### src/rtl/truth_table_sweeper.sv
// truth_table_sweeper: steps a shared 4-bit vector through all 16 combinations,
// waits SETTLE_CYCLES per vector, samples two function outputs and builds both
// truth tables plus a mismatch count and the lowest mismatching vector.
module truth_table_sweeper #(
  parameter int SETTLE_CYCLES = 2
) (
  input  logic        clk,
  input  logic        rst,
  input  logic        start,
  output logic        busy,
  output logic        done,
  output logic [3:0]  vec,
  input  logic        e_in,
  input  logic        m_in,
  output logic [15:0] tt_e,
  output logic [15:0] tt_m,
  output logic [4:0]  mismatch_cnt,
  output logic        any_mismatch,
  output logic [3:0]  first_mismatch
);

  typedef enum logic [1:0] {
    IDLE   = 2'd0,
    SETTLE = 2'd1,
    SAMPLE = 2'd2,
    DONE   = 2'd3
  } state_t;

  // Last settle count before the vector is considered stable.
  localparam logic [3:0] CNT_LAST = 4'(SETTLE_CYCLES - 1);

  state_t     state;
  logic [3:0] cnt;

  // Sweep sequencer: owns the vector, settle counter and all captured results.
  always_ff @(posedge clk or posedge rst) begin
    if (rst) begin
      state          <= IDLE;
      cnt            <= 4'd0;
      vec            <= 4'd0;
      tt_e           <= 16'h0000;
      tt_m           <= 16'h0000;
      mismatch_cnt   <= 5'd0;
      any_mismatch   <= 1'b0;
      first_mismatch <= 4'd0;
    end else begin
      case (state)
        IDLE: begin
          // Results from the previous sweep stay visible until a new start.
          if (start) begin
            vec            <= 4'd0;
            cnt            <= 4'd0;
            tt_e           <= 16'h0000;
            tt_m           <= 16'h0000;
            mismatch_cnt   <= 5'd0;
            any_mismatch   <= 1'b0;
            first_mismatch <= 4'd0;
            state          <= SETTLE;
          end
        end
        SETTLE: begin
          if (cnt == CNT_LAST) begin
            state <= SAMPLE;
          end else begin
            cnt <= cnt + 4'd1;
          end
        end
        SAMPLE: begin
          tt_e[vec] <= e_in;
          tt_m[vec] <= m_in;
          if (e_in != m_in) begin
            mismatch_cnt <= mismatch_cnt + 5'd1;
            if (!any_mismatch) begin
              first_mismatch <= vec;
              any_mismatch   <= 1'b1;
            end
          end
          // vec parks at 15 after the last sample rather than wrapping to 0.
          if (vec == 4'd15) begin
            state <= DONE;
          end else begin
            vec   <= vec + 4'd1;
            cnt   <= 4'd0;
            state <= SETTLE;
          end
        end
        DONE: begin
          state <= IDLE;
        end
        default: begin
          state <= IDLE;
        end
      endcase
    end
  end

  // Status flags decode straight from the state register; no input feeds them.
  assign busy = (state == SETTLE) || (state == SAMPLE);
  assign done = (state == DONE);

endmodule

### config.mk
export PLATFORM = sky130hd
export DESIGN_NAME = truth_table_sweeper
export DESIGN_NICKNAME = d
export VERILOG_FILES = /design/src/rtl/truth_table_sweeper.sv
export SDC_FILE = /design/constraint.sdc
export NUM_CORES = 1
export LEC_CHECK = 0
export ABC_AREA = 1
export ABC_CLOCK_PERIOD_IN_PS = 1800
export BUFFER_PORTS_ARGS = -buffer_cell sky130_fd_sc_hd__buf_2
export CAP_MARGIN = 20
export CORE_MARGIN = 2
export CORE_UTILIZATION = 55
export DETAILED_ROUTE_END_ITERATION = 8
export PLACE_DENSITY_LB_ADDON = 0.12
export SLEW_MARGIN = 20
export SYNTH_ARGS = -nofsm -noshare
export SYNTH_HDL_FRONTEND = slang
export SYNTH_SLANG_ARGS = --single-unit
### constraint.sdc
create_clock -name clk -period 1.8 [get_ports clk]
set_input_delay 0.18 -clock clk [delete_from_list [all_inputs] [get_ports clk]]
set_output_delay 0.18 -clock clk [all_outputs]
set_load 0.02 [all_outputs]
## Yosys cells after proc, flatten, opt, wreduce, memory -nomap -nowiden

Cells that the tools add are included.
Widths: inputs -> output; s select.

| operators by class | value |
|---|---|
| $add $sub $neg | 3 |
| magnitude comparators | 2 |
| muxes and demuxes | 26 |
| eq/ne operators | 12 |
| reductions and logical operators | 11 |

Operators by type and width:

| operator | count |
|---|---|
| $pmux 16 s2 | 2 |
| $bwmux 16 | 2 |
| $mux 4 | 6 |
| $mux 16 | 1 |
| $pmux 4 s2 | 2 |
| $ne 2x2->1 const B | 6 |
| $pmux 4 s3 | 1 |
| $mux 5 | 2 |
| $pmux 5 s2 | 1 |
| $add 4x1->4 const B | 2 |
| $pmux 2 s4 | 1 |
| $reduce_and 4->1 | 2 |
| $mux 2 | 3 |
| $reduce_and 3->1 | 2 |
| $add 5x1->5 const B | 1 |
| $lt 4x5->1 const B | 1 |
| $demux 1 s4 | 1 |
| $eq 2x2->1 const B | 2 |
| $eq 4x1->1 const B | 1 |
| $eq 4x4->1 const B | 1 |
| $ge 4x1->1 const B | 1 |
| $reduce_and 2->1 | 2 |
| $mux 1 | 3 |
| $reduce_bool 3->1 | 1 |
| 7 further kinds | 7 |

| word-level totals | value |
|---|---|
| bits of input ports | 5 |
| flip-flop bits (word level) | 52 |
| output and inout bits | 48 |

## Longest topological paths before layout

Gate-level depths: netlist of run 1.

| depth | value |
|---|---|
| depth after elaboration | 6 |
| gate-level depth with buffers | 9 |
| mapped depth without buffers | 8 |

## Least setup slack after synthesis of run 1

Ideal clock, no wire load.

| path | value |
|---|---|
| path kind | register to register |
| start point | register state[0] |
| end point | register mismatch_cnt[0] |
| cell stages (with the launch flop) | 9 |
| library setup time | 0.118 ns |
| path buffers | 2 |
| data arrival time | 1.388 ns |
| setup slack | 0.294 ns |
| path through | dfrtp_1 > inv_1 > ha_1 > buf_4 > inv_1 > buf_6 > nor2_1 > nand3_1 > nand2_1 |

| on the way | value |
|---|---|
| word-level cells in the longest chain between the ends | 3 |

RTL lines:

| element | line | text |
|---|---|---|
| from (decl) | 32 | `state_t state;` |
| from (signal assigned) | 38 | `state <= IDLE;` |
| from (signal assigned) | 58 | `state <= SETTLE;` |
| from (signal assigned) | 63 | `state <= SAMPLE;` |
| $eq 2x2->1 / $logic_not 2->1 (equally long branches) | 47 | `case (state)` |
| $ne 2x2->1 (no line) / $reduce_bool 2->1 (equally long branches) | n/a |  |
| $reduce_and 3->1 (no line) | n/a |  |
| to (signal assigned) | 72 | `mismatch_cnt <= mismatch_cnt + 5'd1;` |
| to (decl) | 17 | `output logic [4:0] mismatch_cnt,` |

Parallel ways exist; a longest one is shown, timed or not.
A chain may end at the register's enable or synchronous reset.

## Worst setup path in the final report of run 1

| path | value |
|---|---|
| start point | register state[0] |
| end point | register tt_e[12] |

| on the way | value |
|---|---|
| word-level cells in the longest chain between the ends | 3 |

RTL lines:

| element | line | text |
|---|---|---|
| $eq 2x2->1 / $logic_not 2->1 (equally long branches) | 47 |  |
| $reduce_bool 2->1 (no line) / $ne 2x2->1 (equally long branches) | n/a |  |
| $reduce_and 2->1 (no line) | n/a |  |
| to (signal, indexed assignment) | 69 | `tt_e[vec] <= e_in;` |
| to (decl) | 15 | `output logic [15:0] tt_e,` |

Parallel ways exist; a longest one is shown, timed or not.

==> summary.txt, run 1 <==
Status
  – Status: complete, no violations

Global route
  – Initial antenna violation count: 0
  – Vias in the first global route: 2250
  – First-pass GRT wire length: about 9.9 mm
  – Routing usage on met1: 31.2%
  – Most crowded layer after global routing: met2
  – Gr ovfl total: 0
  – Grt met3 use: 4.15%
  – All-Layer GR Usage: between 20% and 30%
  – GR Layer Usage met2: a little over a third
  – Pin count of the biggest net entering global routing: 33

Finish
  – Antenna Cells: 0
  – NumNets Final: roughly 430
  – Finished Layout Cells: between 400 and 500
  – Most frequent cells in the layout: nand2_1, dfrtp_1, buf_2, inv_1, nor2_1
  – Filler cell count: 414
  – Share of layout cells above drive strength 1: about a quarter
  – Layout area overhead: 19.1%
  – Most common cell after layout, fill and taps aside: nand2_1

Synthesis
  – Avg Inst Size Synth: around 8 µm²
  – Yosys cell types: 23
  – Synthesized area: between 2000 and 3000 µm²
  – Area leader, netlist: dfrtp_1
  – Top post-synthesis cells by area: dfrtp_1, nand2_1, ha_1, o21ai_2, inv_1
  – Sequential area share after synthesis: between 40% and 50%
  – YS warnings: 0
  – Post-Syn Instances: 348
  – Top cell type's share of synthesized area: 46.9%
  – Mapped Nets: around 370
  – Seq cells post-synth: 52

Pwr
  – Overall power: 0.00412 W
  – Combinational power share: roughly 46%
  – Maximum VDD drop: ~780 µV
  – Clk pwr share: a little over a fifth
  – Internal power: around 0.0025 W
  – Sw Share: slightly above 40%
  – LEAKAGE: 1.89 nW
  – Net Switching: about 0.0017 W
  – Share of total power in sequential cells: around 33%
  – Pwr dens: roughly 1200 nW/µm²

STA
  – Slew Viols, Final: 0
  – Tcrit/Tclk final: slightly above 90%
  – Slew @ Worst Pin: roughly 0.46 ns
  – Min cycle time layout: between 1.5 and 2 ns
  – Final setup violating endpoints: 0
  – Final WS setup: about 0.17 ns
  – Max_slew headroom: 69.6%
  – Skew final: approximately 0.0093 ns
  – Fmax: around 610 MHz
  – Final Hold Viols: 0
  – Setup repair after global routing missed its margin: false
  – Setup tns final: 0 ns

CTS
  – CTS root buf: clkbuf_8
  – Clock transition at path regs: roughly 0.09 ns
  – CTS Buf Count: 5
  – Max Buffers Root-to-Sink: 2
  – Worst-Skew Late Latency: slightly above 0.3 ns
  – Clock sink count: 52
  – Htree depth: 2
  – CTS tree: done

Drt
  – Via Count: around 2400
  – Routed Antenna Nets: 0
  – Routed WL: a little under 6 mm
  – Iteration-0 DRC count of the detailed router: around 130
  – Avg Vias per Cell: approximately 4.9
  – Drt first pass iters: 4
  – Avg WL per Cell: 12.1 µm
  – Drt drc: 0

Die
  – DIE AREA: ~5600 µm²
  – Initial cell density of the core: between 50% and 60%
  – Core ar.: 4790 µm²
  – Die Ht: 75.1 µm
  – Chip Width: 75.1 µm
  – I/O pin cnt: 53
  – Cell Rows: 25

Setup path
  – FF-to-FF path depth: 7
  – Worst reg2reg setup slack: between 0.15 and 0.2 ns
  – Crit. End Element: flop
  – WS Path Type: reg2reg
  – Crit path DAT: 1.87 ns
  – Worst endpoint required time: approximately 2.0 ns
  – Critical Path Source Type: flop
  – Reg2reg start: state[0]
  – Reg2reg end: tt_e[12]
  – Crit path max fanout: 11

Placement
  – Number of port buffers: 52
  – HPWL after DPL: 4.34 mm
  – Final RePlAce weighted congestion: 0.852
  – Placed Cells: roughly 470
  – Post-Place Setup Slack: 0.00202 ns

Worst hold path
  – Hold Path Depth: 5
  – Hold crit path type: in2reg
  – Hold EP: mismatch_cnt[0]
  – Min-delay src: e_in

Run
  – Max-cap violations: 0
-- through the flow --
step,util [%],cell area [µm²],hold WS [ns]
floorplan,-,2780,0.414
global placement,65.9,3150,0.215
detailed placement,65.9,3150,0.220
CTS,68.9,3300,0.318
global route,69.1,3310,0.383
finish,69.1,3310,0.345
-- cells by family after synthesis --
logic type	share of synthesized area (%)
compound gates	8.20
simple gates	29.8
flops	46.9
fa+ha+maj	6.31
xor+xnor	1.26
buf+inv	7.53
-- synthesized netlist by cell type --
master / n
nor3b_1: 1
buf_4: 2
nand2_2: 4
ha_1: 14
o21ai_4: 1
nor2_4: 1
nor2_1: 26
o21ai_2: 15
buf_2: 4
buf_6: 2
xnor2_1: 3
buf_12: 1
o21ai_0: 4
xor2_1: 1
inv_2: 4
nand4_1: 7
dfrtp_1: 52
o21ai_1: 10
nand2_1: 144
nor2_2: 6
inv_1: 31
nand3_1: 13
a21oi_1: 2
-- state kept, by name, summed over array words and instances (netlist names) --
name,cells
cnt,4
mismatch_cnt,5
first_mismatch,4
tt_e,16
tt_m,16
any_mismatch,1
state,2
vec,4
-- final cells by class --
class / count / area (µm²) / share of cell area [%]
Sequential cell: 52 / 1300 / 39.3
Multi-Input combinational cell: 252 / 1280 / 38.6
Timing Repair Buffer: 62 / 388 / 11.7
Inverter: 35 / 131 / 3.97
Clock buffer: 7 / 96.3 / 2.91
Tap cell: 67 / 83.8 / 2.53
Clock inverter: 1 / 30.0 / 0.908
-- metal layers --
layer  wire [µm]  part of all wire [%]
met1        2770                    48
met2        2710                    47
met3         220                   3.8
met4          80                   1.4
met5           0                     0
-- worst max path at each step --
| stage | from | to | slack [ns] | cells after the start |
|---|---|---|---|---|
| final | state[0] | tt_e[12] | 0.17 | 7 |
| after global routing | state[0] | tt_m[14] | 0.02 | 7 |
| after CTS | state[0] | tt_e[12] | 0.16 | 7 |
| after detailed placement | state[0] | tt_m[14] | 0.002 | 7 |
| after global placement | state[0] | tt_m[14] | 0.09 | 7 |
| after floorplan | state[0] | mismatch_cnt[0] | 0.29 | 8 |
-- power by group through the flow --
| stage | clock (W) | sequential [W] | combinational (W) |
|---|---|---|---|
| global placement | 0 | 0.00138 | 0.00186 |
| floorplan | 0 | 0.00147 | 0.00132 |
| CTS | 0.000874 | 0.00136 | 0.00191 |
| finish | 0.000857 | 0.00136 | 0.00190 |
| global route | 0.000913 | 0.00138 | 0.00211 |
| detailed placement | 0 | 0.00138 | 0.00188 |
-- critical path, stage by stage (launching register included) --
cell and delay (ns):
dfrtp_1 0.38, inv_1 0.12, ha_1 0.33, inv_1 0.23
buf_12 0.21, o21ai_2 0.16, nand2_1 0.06, o21ai_1 0.07
-- what timing repair did --
action / CTS / global route
pin swaps: 0 / 2
cloned: 0 / 0
endpoints found under the setup margin: 1 / 2
hold buffers: 1 / 0
setup buffers: 0 / 1
resized for setup: 2 / 0
hold endpoints to repair: 20 / 0
No activity file was read; power rests on OpenSTA's default activity.
==> inputs of run 2 (changes only) <==
--- a/config.mk
+++ b/config.mk
@@ -6,11 +6,11 @@
 export NUM_CORES = 1
 export LEC_CHECK = 0
 export ABC_AREA = 1
-export ABC_CLOCK_PERIOD_IN_PS = 1800
+export ABC_CLOCK_PERIOD_IN_PS = 1410
 export BUFFER_PORTS_ARGS = -buffer_cell sky130_fd_sc_hd__buf_2
 export CAP_MARGIN = 20
 export CORE_MARGIN = 2
-export CORE_UTILIZATION = 55
+export CORE_UTILIZATION = 50
 export DETAILED_ROUTE_END_ITERATION = 8
 export PLACE_DENSITY_LB_ADDON = 0.12
 export SLEW_MARGIN = 20
==> constraint.sdc (replaced) <==
create_clock -name clk -period 1.41 [get_ports clk]
set_input_delay 0.141 -clock clk [delete_from_list [all_inputs] [get_ports clk]]
set_output_delay 0.141 -clock clk [all_outputs]
set_load 0.02 [all_outputs]
==> run 2 against run 1 <==
Net effect:
- the flow now finishes with violations (setup timing)
- final cell count rose by 6.7%
- register-to-register slack lost 0.23 ns
- core utilization down 2.8 points
- combinational power is 59% higher
- wire length up 3.5%
- die area grew 9.4%
- clock power up 2.5%
- via count is 3.4% higher
- hold slack worse by 0.063 ns
- sequential power increased by 29%
- critical endpoint is now first_mismatch[1]
- largest cell class is now multi-input combinational cells
- highest routed layer unchanged
==> summary.txt, run 2 (synthesized netlist as in run 1, its figures left out) <==
Setup path
  – Reg2reg start: state[0]
  – Reg2reg end: first_mismatch[1]
  – FF-to-FF path depth: 9
  – Critical Path Source Type: flop
  – Max incr delay on CP: roughly 0.42 ns
  – Crit path cell chain: inv_4 -> ha_4 -> inv_2 -> nor2_2 -> nor2_4 -> buf_4 -> nand3_2 -> nand2_1 -> nand2_1
  – CP dominant cell by count: nand2_1
  – Crit path buf inv count: 3
  – Crit. Startpoint: state[0]
  – Crit path max fanout: 7
  – Slowest CP cell: dfrtp_1
  – WS Path Type: reg2reg
  – CP top delay family: simple AND/OR/NAND/NOR gates
  – Critical Path Sink: first_mismatch[1]
  – Crit path DAT: about 1.7 ns
  – Crit. End Element: flop
  – Stages on the worst setup path: 9
  – Worst endpoint required time: approximately 1.6 ns
  – Worst reg2reg setup slack: -0.06 ns

Die
  – Cell Rows: 27
  – Core ar.: 5440 µm²
  – Initial cell density of the core: roughly half
  – I/O pin cnt: 53
  – Chip Width: about 79 µm
  – Die Ht: 78.5 µm
  – DIE AREA: just over 6000 µm²

CTS
  – Clock sink count: between 50 and 60
  – CTS Buf Count: 5
  – CTS root buf: clkbuf_8
  – Worst-Skew Late Latency: 0.31 ns
  – CTS tree: done
  – Clock transition at path regs: approximately 0.10 ns
  – Htree depth: 2
  – Max Buffers Root-to-Sink: 2

STA
  – Tcrit/Tclk final: 104%
  – Max_slew headroom: approximately 77%
  – Final Hold Viols: 0
  – Final setup violating endpoints: 42
  – Slew @ Worst Pin: approximately 0.34 ns
  – Final WS setup: -0.0592 ns
  – Min cycle time layout: 1.47 ns
  – Setup repair after global routing missed its margin: true
  – Slew Viols, Final: 0
  – Skew final: 0.0123 ns
  – Fmax: a little under 700 MHz
  – Hold slack: 0.281 ns

Pwr
  – Maximum VDD drop: roughly 790 µV
  – LEAKAGE: roughly 2.0 nW
  – Pwr dens: 1570 nW/µm²

Placement
  – Final RePlAce weighted congestion: 0.796
  – Placed Cells: 491
  – HPWL after DPL: 4.37 mm
  – Number of port buffers: 52

Drt
  – Routed WL: 5.99 mm
  – Avg WL per Cell: ~12 µm
  – Drt first pass iters: 4
  – Drt drc: 0
  – Avg Vias per Cell: roughly 4.8
  – Iteration-0 DRC count of the detailed router: 91
  – Routed Antenna Nets: 0
  – Via Count: 2434

Global route
  – Grt met3 use: 4.02%
  – Most crowded layer after global routing: met2
  – GR Layer Usage met2: a little over a third
  – Pin count of the biggest net entering global routing: 53
  – All-Layer GR Usage: a little over a fifth
  – Gr ovfl total: 0
  – Vias in the first global route: about 2400
  – Initial antenna violation count: 0
  – Routing usage on met1: 27.2%
  – First-pass GRT wire length: 10.4 mm

Finish
  – Finished Layout Cells: about 510
  – NumNets Final: around 450
  – Top flop regs: tt_e (16), tt_m (16), mismatch_cnt (5)
  – Layout area overhead: 29.8%
  – Most common cell after layout, fill and taps aside: nand2_1
  – Share of layout cells above drive strength 1: between 30% and 40%
  – Antenna Cells: 0
  – Most frequent cells in the layout: nand2_1, buf_2, dfrtp_1, buf_4
  – Fin util: 66.3%

Run
  – Max-cap violations: 0

Status
  – Status: finished with violations
  – Violated checks: setup timing

Worst hold path
  – Hold crit path type: in2reg
run 2: cell types whose count changed in the layout (fill, tap and decap cells not counted), moves of 3 or more:
| cell | previous run | this run |
|---|---|---|
| buf_4 | 5 | 30 |
| ha_4 | 0 | 3 |
| nand3_1 | 13 | 10 |
| nand2_1 | 144 | 140 |
| nand3_2 | 0 | 3 |
| inv_1 | 30 | 24 |
| inv_2 | 5 | 8 |
| ha_1 | 14 | 9 |
run 2: power breakdown:
part / total [W] / internal, W / switching, W
clock: 0.000878 / 0.000357 / 0.000521
sequential: 0.00176 / 0.00163 / 0.000127
combinational: 0.00303 / 0.00130 / 0.00173
total: 0.00567 / 0.00329 / 0.00238
run 2: tightest hold or removal path: stages:
cell	delay, ns
buf_2	0.11
nand2_1	0.07
nand3_2	0.10
nand4_1	0.08
nand2_1	0.06
run 2: repair_timing:
action	CTS	global route
gates resized for setup	21	12
hold buffers	1	0
endpoints found under the setup margin	50	51
endpoints found under the hold margin	52	0
pin swaps	3	10
buffers inserted	3	6
run 2: metal layers:
layer | part of all wire (%) | up-vias | wire length [µm]
li1 | - | 1255 | -
met4 | 1.4 | 0 | 82
met5 | 0 | - | 0
met3 | 3.2 | 9 | 194
met2 | 48 | 43 | 2880
met1 | 47 | 1127 | 2830
run 2: worst min-delay path by stage:
stage	slack (ns)	startpoint	cells after the start	end
floorplan	0.37	e_in	4	tt_e[5]
global placement	0.21	rst	3	mismatch_cnt[4]
detailed placement	0.21	rst	3	mismatch_cnt[3]
CTS	0.26	e_in	5	mismatch_cnt[0]
global route	0.33	m_in	5	tt_m[15]
finish	0.28	m_in	5	first_mismatch[1]
run 2: per-stage QoR:
step | setup TNS, ns | power [W] | area [µm²] | setup slack (ns)
6_report | -1.17 | 0.00567 | 3600 | -0.0592
5_1_grt | -5.85 | 0.00604 | 3600 | -0.168
4_1_cts | -2.52 | 0.00547 | 3520 | -0.0783
3_5_place_dp | -4.58 | 0.00434 | 3320 | -0.133
3_3_place_gp | -3.92 | 0.00432 | 3320 | -0.119
2_1_floorplan | -0.125 | 0.00360 | 2790 | -0.00604
run 2: layout make-up:
cell class / count / area [µm²]
Fill cell: 467 / 1830
Multi-Input combinational cell: 252 / 1380
Sequential cell: 52 / 1300
Timing Repair Buffer: 89 / 598
Inverter: 35 / 141
Tap cell: 72 / 90.1
Clock buffer: 5 / 68.8
Clock inverter: 3 / 22.5
==> inputs of run 3 (changes only) <==
--- a/config.mk
+++ b/config.mk
@@ -11,6 +11,7 @@
 export CAP_MARGIN = 20
 export CORE_MARGIN = 2
 export CORE_UTILIZATION = 50
+export CTS_BUF_LIST = sky130_fd_sc_hd__clkbuf_16
 export DETAILED_ROUTE_END_ITERATION = 8
 export PLACE_DENSITY_LB_ADDON = 0.12
 export SLEW_MARGIN = 20
==> run 3 against run 2 <==
Net effect:
- the run still ends with setup timing left
- critical endpoint is now first_mismatch[0]
- first-iteration DRC count shrank 1.1%
- largest power group unchanged
- global-route usage rose by 0.074 points
- critical path depth fell by 1
- clock power grew 39%
- wire length is 2.1% higher
==> summary.txt, run 3 (synthesized netlist as in run 1, its figures left out) <==
Placement
  – Cell Area, Placed: 3320 µm²
  – Post-Place Setup Slack: -0.133 ns
  – Number of port buffers: 52
  – HPWL after DPL: between 4 and 5 mm
  – Final RePlAce weighted congestion: approximately 0.80

Setup path
  – Critical Path Source Type: flop
  – Worst reg2reg setup slack: -0.09 ns
  – Worst endpoint required time: 1.59 ns
  – Crit path max fanout: 7
  – Crit path DAT: 1.68 ns
  – WS Path Type: reg2reg
  – Slowest CP cell: dfrtp_2
  – Crit. End Element: flop
  – Max incr delay on CP: ~0.45 ns
  – CP dominant cell by count: buf_4
  – Crit path cell chain: buf_4 -> ha_4 -> nor2_2 -> nor2_4 -> buf_4 -> buf_4 -> nand4_1 -> nand2_1

STA
  – Final WS setup: -0.0897 ns
  – Setup tns final: -1.75 ns
  – Max_slew headroom: approximately 80%
  – Slew Viols, Final: 0
  – Setup repair after global routing missed its margin: true
  – Tcrit/Tclk final: 106%
  – Final setup violating endpoints: between 40 and 50
  – Min cycle time layout: about 1.5 ns
  – Fmax: about 670 MHz
  – Skew final: ~0.0086 ns
  – Final Hold Viols: 0
  – Slew @ Worst Pin: around 0.33 ns

Drt
  – Via Count: roughly 2400
  – Avg WL per Cell: between 10 and 15 µm
  – Drt first pass iters: 4
  – Routed WL: 6.11 mm
  – Routed Antenna Nets: 0
  – Iteration-0 DRC count of the detailed router: 90
  – Avg Vias per Cell: ~4.8
  – Drt drc: 0

Finish
  – Share of layout cells above drive strength 1: between 30% and 40%
  – Top flop regs: tt_e (16), tt_m (16), mismatch_cnt (5)
  – Most common cell after layout, fill and taps aside: nand2_1
  – Finished layout cell area: about 3700 µm²
  – Layout area overhead: 32.1%
  – Antenna Cells: 0
  – Most frequent cells in the layout: nand2_1, buf_2, dfrtp_1, buf_4
  – NumNets Final: approximately 450

Die
  – DIE AREA: about 6200 µm²
  – I/O pin cnt: between 50 and 60
  – Core ar.: about 5400 µm²
  – Chip Width: roughly 79 µm
  – Die Ht: 78.5 µm
  – Cell Rows: 27
  – Initial cell density of the core: between 50% and 60%

CTS
  – Clock sink count: 52
  – Max Buffers Root-to-Sink: 2
  – Htree depth: 2
  – CTS Buf Count: 5
  – CTS tree: done
  – Clock transition at path regs: approximately 0.070 ns
  – CTS root buf: clkbuf_16
  – Worst-Skew Late Latency: ~0.29 ns

Pwr
  – LEAKAGE: just over 2 nW
  – Pwr dens: ~1600 nW/µm²
  – Maximum VDD drop: 839 µV

Status
  – Violated checks: setup timing
  – Status: finished with violations

Global route
  – Initial antenna violation count: 0
  – Grt met3 use: approximately 3.7%
  – GR Layer Usage met2: about 35%
  – Gr ovfl total: 0
  – Routing usage on met1: roughly 28%
  – All-Layer GR Usage: roughly a fifth
  – First-pass GRT wire length: around 10 mm
  – Pin count of the biggest net entering global routing: 53
  – Most crowded layer after global routing: met2
  – Vias in the first global route: 2349

Run
  – Max-cap violations: 0

Worst hold path
  – Hold crit path type: in2reg
## run 3: area by class of cell
class,instances,area [µm²]
fillers,446,1770
multi-input cells,252,1390
flip-flops and latches,52,1300
repair buffers,89,598
inverters,35,141
clock buffers,5,125
well taps,72,90.1
clock inverters,3,22.5
## run 3: where the power goes
part	leakage, nW	total [W]	internal, W	switching, W
sequential	0.718	0.00176	0.00163	0.000128
combinational	1.25	0.00306	0.00130	0.00175
clock	0.0742	0.00122	0.000665	0.000554
## run 3: worst max-delay path, delay by kind of cell (launching register included)
family | cells | cell delay [ns]
DFF | 1 | 0.45
buffers and inverters | 3 | 0.43
and+or+nand+nor | 4 | 0.34
adders and majority gates | 1 | 0.16
## run 3: repair_timing
action | in CTS | in global routing
cloned | 0 | 0
endpoints found under the hold margin | 52 | 0
setup endpoints to repair | 50 | 51
setup buffers | 2 | 6
hold buffers | 1 | 0
gates resized for setup | 18 | 14
pin swaps | 2 | 7
## run 3: per-layer routing
| layer | part of all wire (%) | vias to the layer above |
|---|---|---|
| li1 | - | 1255 |
| met5 | 0 | - |
| met3 | 3.2 | 8 |
| met1 | 46 | 1134 |
| met2 | 50 | 40 |
| met4 | 1.3 | 0 |
## run 3: worst paths after layout
check | startpoint | endpoint | cells past startpoint
max | state[1] | first_mismatch[0] | 8
min | e_in | tt_e[15] | 5
max reg2reg | state[1] | first_mismatch[0] | 8
min reg2reg | first_mismatch[2] | first_mismatch[2] | 2
max in group asynchronous | rst | state[1] | 4
min in group asynchronous | rst | mismatch_cnt[3] | 4
## run 3: per-stage QoR
stage	total power, W	cells	hold slack, ns	utilization, %
5_1_grt	0.00641	508	0.358	67.4
6_report	0.00603	508	0.319	67.4
3_3_place_gp	0.00432	491	0.214	61.0
2_1_floorplan	0.00360	348	0.375	-
4_1_cts	0.00577	502	0.313	65.4
3_5_place_dp	0.00434	491	0.213	61.0
